===== config.mk =====
export PLATFORM = sky130hd
export DESIGN_NAME = fetch_sequencer
export DESIGN_NICKNAME = d
export VERILOG_FILES = /design/src/rtl/fetch_sequencer.sv
export SDC_FILE = /design/constraint.sdc
export NUM_CORES = 1
export LEC_CHECK = 0
export BUFFER_PORTS_ARGS = -buffer_cell sky130_fd_sc_hd__buf_2
export CAP_MARGIN = 40
export CORE_MARGIN = 3
export CORE_UTILIZATION = 25
export DETAILED_ROUTE_END_ITERATION = 12
export PLACE_DENSITY = 0.5
export SETUP_SLACK_MARGIN = 0.2
export SYNTH_ARGS = -nofsm -noshare
export SYNTH_HDL_FRONTEND = slang
export SYNTH_SLANG_ARGS = --single-unit

===== constraint.sdc =====
create_clock -name clk -period 9.25 [get_ports clk]
set_clock_uncertainty 0.2 [all_clocks]
set_input_delay 0.4625 -clock clk [delete_from_list [all_inputs] [get_ports clk]]
set_output_delay 0.4625 -clock clk [all_outputs]
set_load 0.05 [all_outputs]

===== src/rtl/fetch_sequencer.sv =====
// ---------------------------------------------------------------------------
// fetch_sequencer
//
// Purpose:
//   This block owns the program counter and drives the address of a
//   combinational instruction memory. Each returned word is captured with
//   its PC into a small FIFO. The FIFO head is handed to decode over a
//   valid/ready handshake. Branch/jump redirects flush the FIFO and reload
//   the PC. Halt and resume pulses stop and restart fetching.
//
// Parameters:
//   RESET_PC  PC loaded on reset
//   DEPTH     fetch FIFO entries (power of 2, >= 2)
//
// Ports:
//   clk              in   1   clock, rising edge
//   reset            in   1   synchronous, active-high
//   inst_add         out  32  instruction memory address (the PC register)
//   inst_code        in   32  instruction word for inst_add, same cycle
//   redirect_valid   in   1   branch/jump taken this cycle
//   redirect_target  in   32  new PC (bits [1:0] ignored)
//   halt_req         in   1   stop fetching (pulse)
//   resume           in   1   restart fetching from HALTED (pulse)
//   out_valid        out  1   FIFO head valid
//   out_ready        in   1   decode accepts head
//   out_inst         out  32  head instruction, NOP when empty
//   out_pc           out  32  head PC, 0 when empty
//   fetch_state      out  2   0=IDLE 1=FETCH 2=HALTED
//   retired_cnt      out  32  accepted handshakes, wraps at 2^32
// ---------------------------------------------------------------------------
module fetch_sequencer #(
    parameter logic [31:0] RESET_PC = 32'h0000_0000,
    parameter int unsigned DEPTH    = 2
) (
    input  logic        clk,
    input  logic        reset,
    output logic [31:0] inst_add,
    input  logic [31:0] inst_code,
    input  logic        redirect_valid,
    input  logic [31:0] redirect_target,
    input  logic        halt_req,
    input  logic        resume,
    output logic        out_valid,
    input  logic        out_ready,
    output logic [31:0] out_inst,
    output logic [31:0] out_pc,
    output logic [1:0]  fetch_state,
    output logic [31:0] retired_cnt
);

    localparam int unsigned AW       = (DEPTH > 1) ? $clog2(DEPTH) : 1;
    localparam logic [31:0] NOP      = 32'h0000_0013;
    localparam logic [AW:0] CNT_FULL = (AW + 1)'(DEPTH);
    localparam logic [AW:0] CNT_ONE  = (AW + 1)'(1);
    localparam logic [AW-1:0] PTR_ONE = AW'(1);

    typedef enum logic [1:0] {
        IDLE   = 2'd0,
        FETCH  = 2'd1,
        HALTED = 2'd2
    } state_e;

    state_e        state_q, state_d;
    logic [31:0]   pc_q, pc_d;
    logic [31:0]   retired_q, retired_d;
    logic [AW-1:0] rd_ptr_q, rd_ptr_d;
    logic [AW-1:0] wr_ptr_q, wr_ptr_d;
    logic [AW:0]   count_q, count_d;

    logic [31:0]   fifo_pc_q   [DEPTH];
    logic [31:0]   fifo_inst_q [DEPTH];

    logic empty;
    logic full;
    logic flush;
    logic pop;
    logic push;

    // Handshake and fetch decisions for this cycle.
    always_comb begin
        empty = (count_q == '0);
        full  = (count_q == CNT_FULL);
        // Redirects are only honoured once the sequencer has left IDLE.
        flush = redirect_valid && (state_q != IDLE);
        // A head that is being flushed is never counted as accepted.
        pop   = !empty && out_ready && !flush;
        // A full FIFO still accepts a push when the head leaves this cycle.
        push  = (state_q == FETCH) && !halt_req && !redirect_valid &&
                (!full || pop);
    end

    // Next-state logic for control, PC, pointers and counters.
    always_comb begin
        // NOTE: every signal gets a default first so no path leaves it
        // unassigned, which would otherwise infer a latch.
        state_d   = state_q;
        pc_d      = pc_q;
        retired_d = retired_q;
        rd_ptr_d  = rd_ptr_q;
        wr_ptr_d  = wr_ptr_q;
        count_d   = count_q;

        unique case (state_q)
            IDLE:    state_d = FETCH;
            FETCH:   if (halt_req) state_d = HALTED;
            HALTED:  if (resume)   state_d = FETCH;
            default: state_d = IDLE;
        endcase

        if (pop) begin
            rd_ptr_d  = rd_ptr_q + PTR_ONE;
            retired_d = retired_q + 32'd1;
        end
        if (push) begin
            wr_ptr_d = wr_ptr_q + PTR_ONE;
            pc_d     = pc_q + 32'd4;
        end

        unique case ({push, pop})
            2'b10:   count_d = count_q + CNT_ONE;
            2'b01:   count_d = count_q - CNT_ONE;
            default: count_d = count_q;
        endcase

        if (flush) begin
            rd_ptr_d = '0;
            wr_ptr_d = '0;
            count_d  = '0;
            pc_d     = {redirect_target[31:2], 2'b00};
        end
    end

    // NOTE: sequential state is updated with non-blocking assignments so
    // every register samples the pre-edge values of the others.
    always_ff @(posedge clk) begin
        if (reset) begin
            state_q   <= IDLE;
            pc_q      <= RESET_PC;
            retired_q <= '0;
            rd_ptr_q  <= '0;
            wr_ptr_q  <= '0;
            count_q   <= '0;
        end else begin
            state_q   <= state_d;
            pc_q      <= pc_d;
            retired_q <= retired_d;
            rd_ptr_q  <= rd_ptr_d;
            wr_ptr_q  <= wr_ptr_d;
            count_q   <= count_d;
        end
    end

    // NOTE: the FIFO storage has no reset; an entry is only observable
    // once count_q covers it, so clearing the pointers is sufficient.
    always_ff @(posedge clk) begin
        if (!reset && push) begin
            fifo_pc_q[wr_ptr_q]   <= pc_q;
            fifo_inst_q[wr_ptr_q] <= inst_code;
        end
    end

    // Outputs come only from registers: no path from inst_code to out_*.
    always_comb begin
        inst_add    = pc_q;
        out_valid   = !empty;
        out_inst    = empty ? NOP   : fifo_inst_q[rd_ptr_q];
        out_pc      = empty ? 32'd0 : fifo_pc_q[rd_ptr_q];
        fetch_state = state_q;
        retired_cnt = retired_q;
    end

endmodule


Word-level counts from Yosys, hierarchy flattened
Memories as Yosys holds them, arrays and structs flattened. A register that Yosys moved wholly into a read port is not among the register bits.
Index checks and enable logic that the tools add are counted.
{ "op_classes": {"add_sub_neg": 6, "n_eq_ne": 7, "n_mux": 14, "reduce_logical": 21} }
{ "ops": {"columns": ["operator", "n"], "rows": [
  ["2-to-1 mux 32 bit", 4],
  ["adder 32 x 1 -> 32 bit, second input constant", 1],
  ["adder 32 x 3 -> 32 bit, second input constant", 1],
  ["logical AND 1 bit", 7],
  ["equality test 2 bit, second input constant", 3],
  ["zero test 1 bit", 6],
  ["2-to-1 mux 1 bit", 6],
  ["case mux 2 bit (3 select lines)", 1],
  ["nonzero test 2 bit", 3],
  ["equality test 2 x 1 -> 1 bit, second input constant", 2],
  ["zero test 2 bit", 2],
  ["2-to-1 mux 2 bit", 2],
  ["inequality test 2 bit, second input constant", 2],
  ["case mux 2 bit (2 select lines)", 1],
  ["adder 1 bit, second input constant", 2],
  ["adder 2 x 1 -> 2 bit, second input constant", 1],
  ["AND reduction 2 bit", 1],
  ["OR reduction 2 bit", 1],
  ["subtractor 2 x 1 -> 2 bit, second input constant", 1],
  ["logical OR 1 bit", 1]
]} }
{ "totals": {"register_bits": 70, "mem_bits_rw": 128, "in_bits": 70, "out_inout_bits": 131, "n_memories": 2} }
{ "memory_table": {"columns": ["memory", "depth", "word_bits", "rd", "rd_clocked_by_memory_dff", "write_ports", "line", "text"], "rows": [
  ["fifo_inst_q", 2, 32, 1, 1, 1, "71", "logic [31:0] fifo_inst_q [DEPTH];"],
  ["fifo_pc_q", 2, 32, 1, 1, 1, "70", "logic [31:0] fifo_pc_q [DEPTH];"]
]} }

Logic depth before layout (Yosys ltp)
{ "depth": {"depth_word": 9, "mapped_depth": 7, "depth_no_buf": 6} }

Worst setup path after synthesis
No wires, ideal clock.
{ "synth_path": {"path_type": "reg-to-reg", "from": "register state_q[0], in the netlist fetch_state[0]", "to": "memory fifo_inst_q[0][0], enable pin", "setup_time_ps": 635, "t_arrival_ps": 7313, "required_time_ps": 8415, "slack_ps": 1101, "stages_incl_launch_ff": 4, "period_less_slack_ps": 8149, "path_cell_list": "dfxtp_1 -> or4b_4 -> buf_2 -> nor4_1"} }
{ "synth_between": {"elab_chain_cells": 9, "word_cells_on_any_way": 12, "classes_between": "1 x eq/ne; 2 x mux; 9 x reduce/logical"} }
{ "synth_rtl": {"columns": ["element", "line", "text"], "rows": [
  ["start, declared", "63", "state_e state_q, state_d;"],
  ["start signal, assigned", "144", "state_q <= state_d;"],
  ["nonzero test 2 bit", "84", "flush = redirect_valid && (state_q != IDLE);"],
  ["logical AND 1 bit", "84", null],
  ["zero test 1 bit", "86", "pop = !empty && out_ready && !flush;"],
  ["logical AND 1 bit", "86", null],
  ["logical OR 1 bit", "89", "(!full || pop);"],
  ["logical AND 1 bit (*)", "88", "push = (state_q == FETCH) && !halt_req && !redirect_valid &&"],
  ["logical AND 1 bit (*)", "156", "if (!reset && push) begin"],
  ["2-to-1 mux 1 bit (*)", "156", null],
  ["2-to-1 mux 1 bit (implied by the code) (*)", "158", "fifo_inst_q[wr_ptr_q] <= inst_code;"],
  ["end, declared", "71", null]
]} }
Mark *: on every way between the ends. The rest lies on a longest branch, timed or not.

Worst setup path in the final report
{ "layout_path": {"from": "register count_q[0]", "to": "output port out_inst[4]"} }
{ "layout_between": {"elab_chain_cells": 2} }
{ "layout_rtl": {"columns": ["element", "line", "text"], "rows": [
  ["start, declared", "68", "logic [AW:0] count_q, count_d;"],
  ["start signal, assigned", "149", "count_q <= count_d;"],
  ["zero test 2 bit", "81", "empty = (count_q == '0);"],
  ["2-to-1 mux 32 bit", "166", "out_inst = empty ? NOP : fifo_inst_q[rd_ptr_q];"],
  ["end, declared", "45", "output logic [31:0] out_inst,"]
]} }
Every way passes these cells.

==> results.sh <==
export IMPL_status="finished, final reports clean"
export IMPL_syn_area_mm2=0.00811
export IMPL_path_buf_inv=3
export IMPL_cp_top_family="buffers and inverters"
export IMPL_ant_nets=0
export IMPL_crit_arrival_ns=2.12
export IMPL_hold_class="input pin to flip-flop"
export IMPL_cts_sinks=193
export IMPL_yosys_area_top_type="edfxtp_1"
export IMPL_cts_root_buffer="clkbuf_16"
export IMPL_numPortBuffers=194
export IMPL_antenna_found_initial=5
export IMPL_rows=65
export IMPL_worst_endpoint_required_ns=8.59
export IMPL_multi_input_area_mm2=0.00281
export IMPL_drcViolationCount=0
export IMPL_clk_latency_ns=0.44
export IMPL_start_util_pct=25.5
export IMPL_post_route_min_period_ns=2.79
export IMPL_grt_pass1_wl_mm=32.4
export IMPL_synth_top_cell_area_share_pct=45.9
export IMPL_routed_wl_mm=21.4
export IMPL_first_iter_violations=258
export IMPL_finalHoldViolCount=0
export IMPL_syn_area_per_cell_um2=11.8
export IMPL_yosysUniqueCellTypes=46
export IMPL_worstSetupStartpointType="flip-flop"
export IMPL_fmax_mhz=359
export IMPL_crit_type="flip-flop to output pin"
export IMPL_fin_setup_tns_ns=0
export IMPL_synth_area_leaders="edfxtp_1 (46%), dfxtp_1 (17%), mux2i_1 (7.9%), nor2_1 (5.1%), xnor2_1 (3.3%)"
export IMPL_io_pins=201
export IMPL_die_h_um=186
export IMPL_regArea_mm2=0.00511
export IMPL_synth_edf_count=124
export IMPL_wl_per_cell_um=15.9
export IMPL_hold_ws_ns=0.0504
export IMPL_maxCapViolCount=0
export IMPL_drive_above_1_share_pct=27.2
export IMPL_syn_inst=685
export IMPL_endpoint_kind="output pin"
export IMPL_worst_pin_slew_ns=0.760
export IMPL_fillers=3231
export IMPL_rsz0062_at_grt="no"
export IMPL_crit_path_max_incr_delay_ns=0.60
export IMPL_async_flop_share_pct=0
export IMPL_grt_total_usage_pct=12.3
export IMPL_die_width_um=186
export IMPL_worst_path_max_fanout=60
export IMPL_grt_max_degree=61
export IMPL_seq_area_frac_synth_pct=63.0
export IMPL_path_clk_slew_ns=0.08
export IMPL_gr_total_overflow=0
export IMPL_crit_slowest_cell="buf_4"
export IMPL_h_tree_depth=4
export IMPL_cts_tree="built"
export IMPL_maxSlewHeadroom_pct=49.3
export IMPL_power_leakage_nw=3.81
export IMPL_diodes=0
export IMPL_worst_slack_ns=6.46
export IMPL_cp_cell_sequence="nor2_4 -> buf_4 -> inv_1 -> nand2_1 -> buf_2"
export IMPL_synth_main_ff_cell="edfxtp_1"
export IMPL_clockBufferDepth=2
export IMPL_place_gp_congestion=0.737
export IMPL_pre_cts_ws_ns=6.31
export IMPL_dieArea_mm2=0.0346
export IMPL_grt_pass1_vias=5719
export IMPL_power_density_mw_per_mm2=175
export IMPL_cts_resized=0
export IMPL_setup_violations_final=0
export IMPL_period_share_pct=30.1
export IMPL_ir_drop_uv=121
export IMPL_dr_total_vias=5906
export IMPL_slew_viol_final=0
export IMPL_dp_hpwl_mm=14.2
export IMPL_dr_pass1_iters=4
export IMPL_coreArea_mm2=0.0318
export IMPL_cts_buffers=17
export IMPL_ys_warn_count=0
export IMPL_areaGrowthSynthToFinish_pct=29.5
export IMPL_viasPerCell=4.37
export IMPL_synthTopCellsByCount="edfxtp_1 (124), nor2_1 (111), dfxtp_1 (69)"
export IMPL_nets=975
export IMPL_yosys_cell_count_top_type="edfxtp_1"
export IMPL_ys_seq_elements=193
-- through the flow --
| stage | total power, mW | util [%] | cell area [um2] | cells |
|---|---|---|---|---|
| 3_3_place_gp | 1.13 | 30.0 | 9550 | 1284 |
| 5_1_grt | 1.92 | 33.0 | 10500 | 1350 |
| 4_1_cts | 1.88 | 33.0 | 10500 | 1350 |
| 3_5_place_dp | 1.14 | 30.2 | 9610 | 1287 |
| 2_1_floorplan | 1.08 | - | 8120 | 688 |
| 6_report | 1.84 | 33.0 | 10500 | 1350 |
-- cell usage in the layout, fill, tap and decap left out, drive strengths merged, types with 2 or more instances in the layout --
cell type / synthesis / final
and4: 6 / 6
nor2: 112 / 112
mux2i: 64 / 64
dlygate4sd3: 0 / 32
buf: 11 / 204
nand2: 27 / 27
and2: 3 / 3
a311oi: 2 / 2
dfxtp: 69 / 69
o21a: 2 / 2
nand3: 27 / 27
ha: 2 / 2
xor2: 20 / 20
o21ai: 22 / 22
clkbuf: 29 / 17
clkinvlp: 0 / 6
and3: 5 / 5
a21oi: 22 / 22
o31a: 2 / 2
xnor2: 31 / 31
clkinv: 0 / 2
nor3: 17 / 17
conb: 1 / 4
nor4: 17 / 17
edfxtp: 124 / 124
nand4: 25 / 25
inv: 16 / 22
or3: 5 / 5
a211oi: 10 / 10
a31oi: 2 / 2
-- final timing paths --
kind	start	end	slack, ns	cells after the start
max	count_q[0]	out_inst[4]	6.46	5
min reg2reg	retired_cnt[5]	retired_cnt[5]	0.32	2
min	redirect_target[31]	inst_add[31]	0.05	3
max reg2reg	fetch_state[0]	fifo_pc_q[1][2]	6.48	5
-- routing by layer --
layer	track usage [%]	share of wire [%]	vias to the layer above
met2	20.1	47	154
li1	-	-	2897
met3	4.36	6.7	18
met4	2.59	0.72	10
met1	15.7	45	2827
met5	0	0.29	-
-- registers in the layout (all words and copies together), names as in the netlist, named ones only --
signal	flops
fifo_inst_q	64
fifo_pc_q	60
retired_cnt	32
inst_add	30
count_q	2
fetch_state	2
rd_ptr_q	1
wr_ptr_q	1
-- timing repair --
item                      in CTS  in global routing
hold buffers                  32                  0
hold endpoints to repair      64                  0
buffers inserted               0                  0
-- final cells by class --
class,count,area share [%]
Sequential cell,193,48.7
Multi-Input combinational cell,439,26.8
Timing Repair Buffer,236,13.4
Tap cell,435,5.18
Clock buffer,17,4.05
Clock inverter,14,1.36
Inverter,16,0.572
-- tightest hold or removal path: cells and delay by family --
| family | cells | cell delay [ns] |
|---|---|---|
| compound gates | 1 | 0.05 |
| simple gates | 1 | 0.04 |
| buf+inv | 1 | 0.09 |
-- cell families (layout without fill, tap and decap cells) --
family	count (synthesis)	count (layout)	share of synthesized area (%)
buf+inv	56	283	2.89
other cells	1	4	0.0463
flops	193	193	63.0
compound gates	67	67	4.92
simple gates	251	251	15.5
mux	64	64	7.90
xor+xnor	51	51	5.51
fa+ha+maj	2	2	0.309
-- power breakdown --
group | internal (mW) | total (mW) | switching, mW
Combinational | 0.0501 | 0.166 | 0.116
Clock | 0.357 | 0.718 | 0.361
Sequential | 0.934 | 0.958 | 0.0239
Total | 1.34 | 1.84 | 0.501
Note: power is estimated with default switching activity, not from simulation.
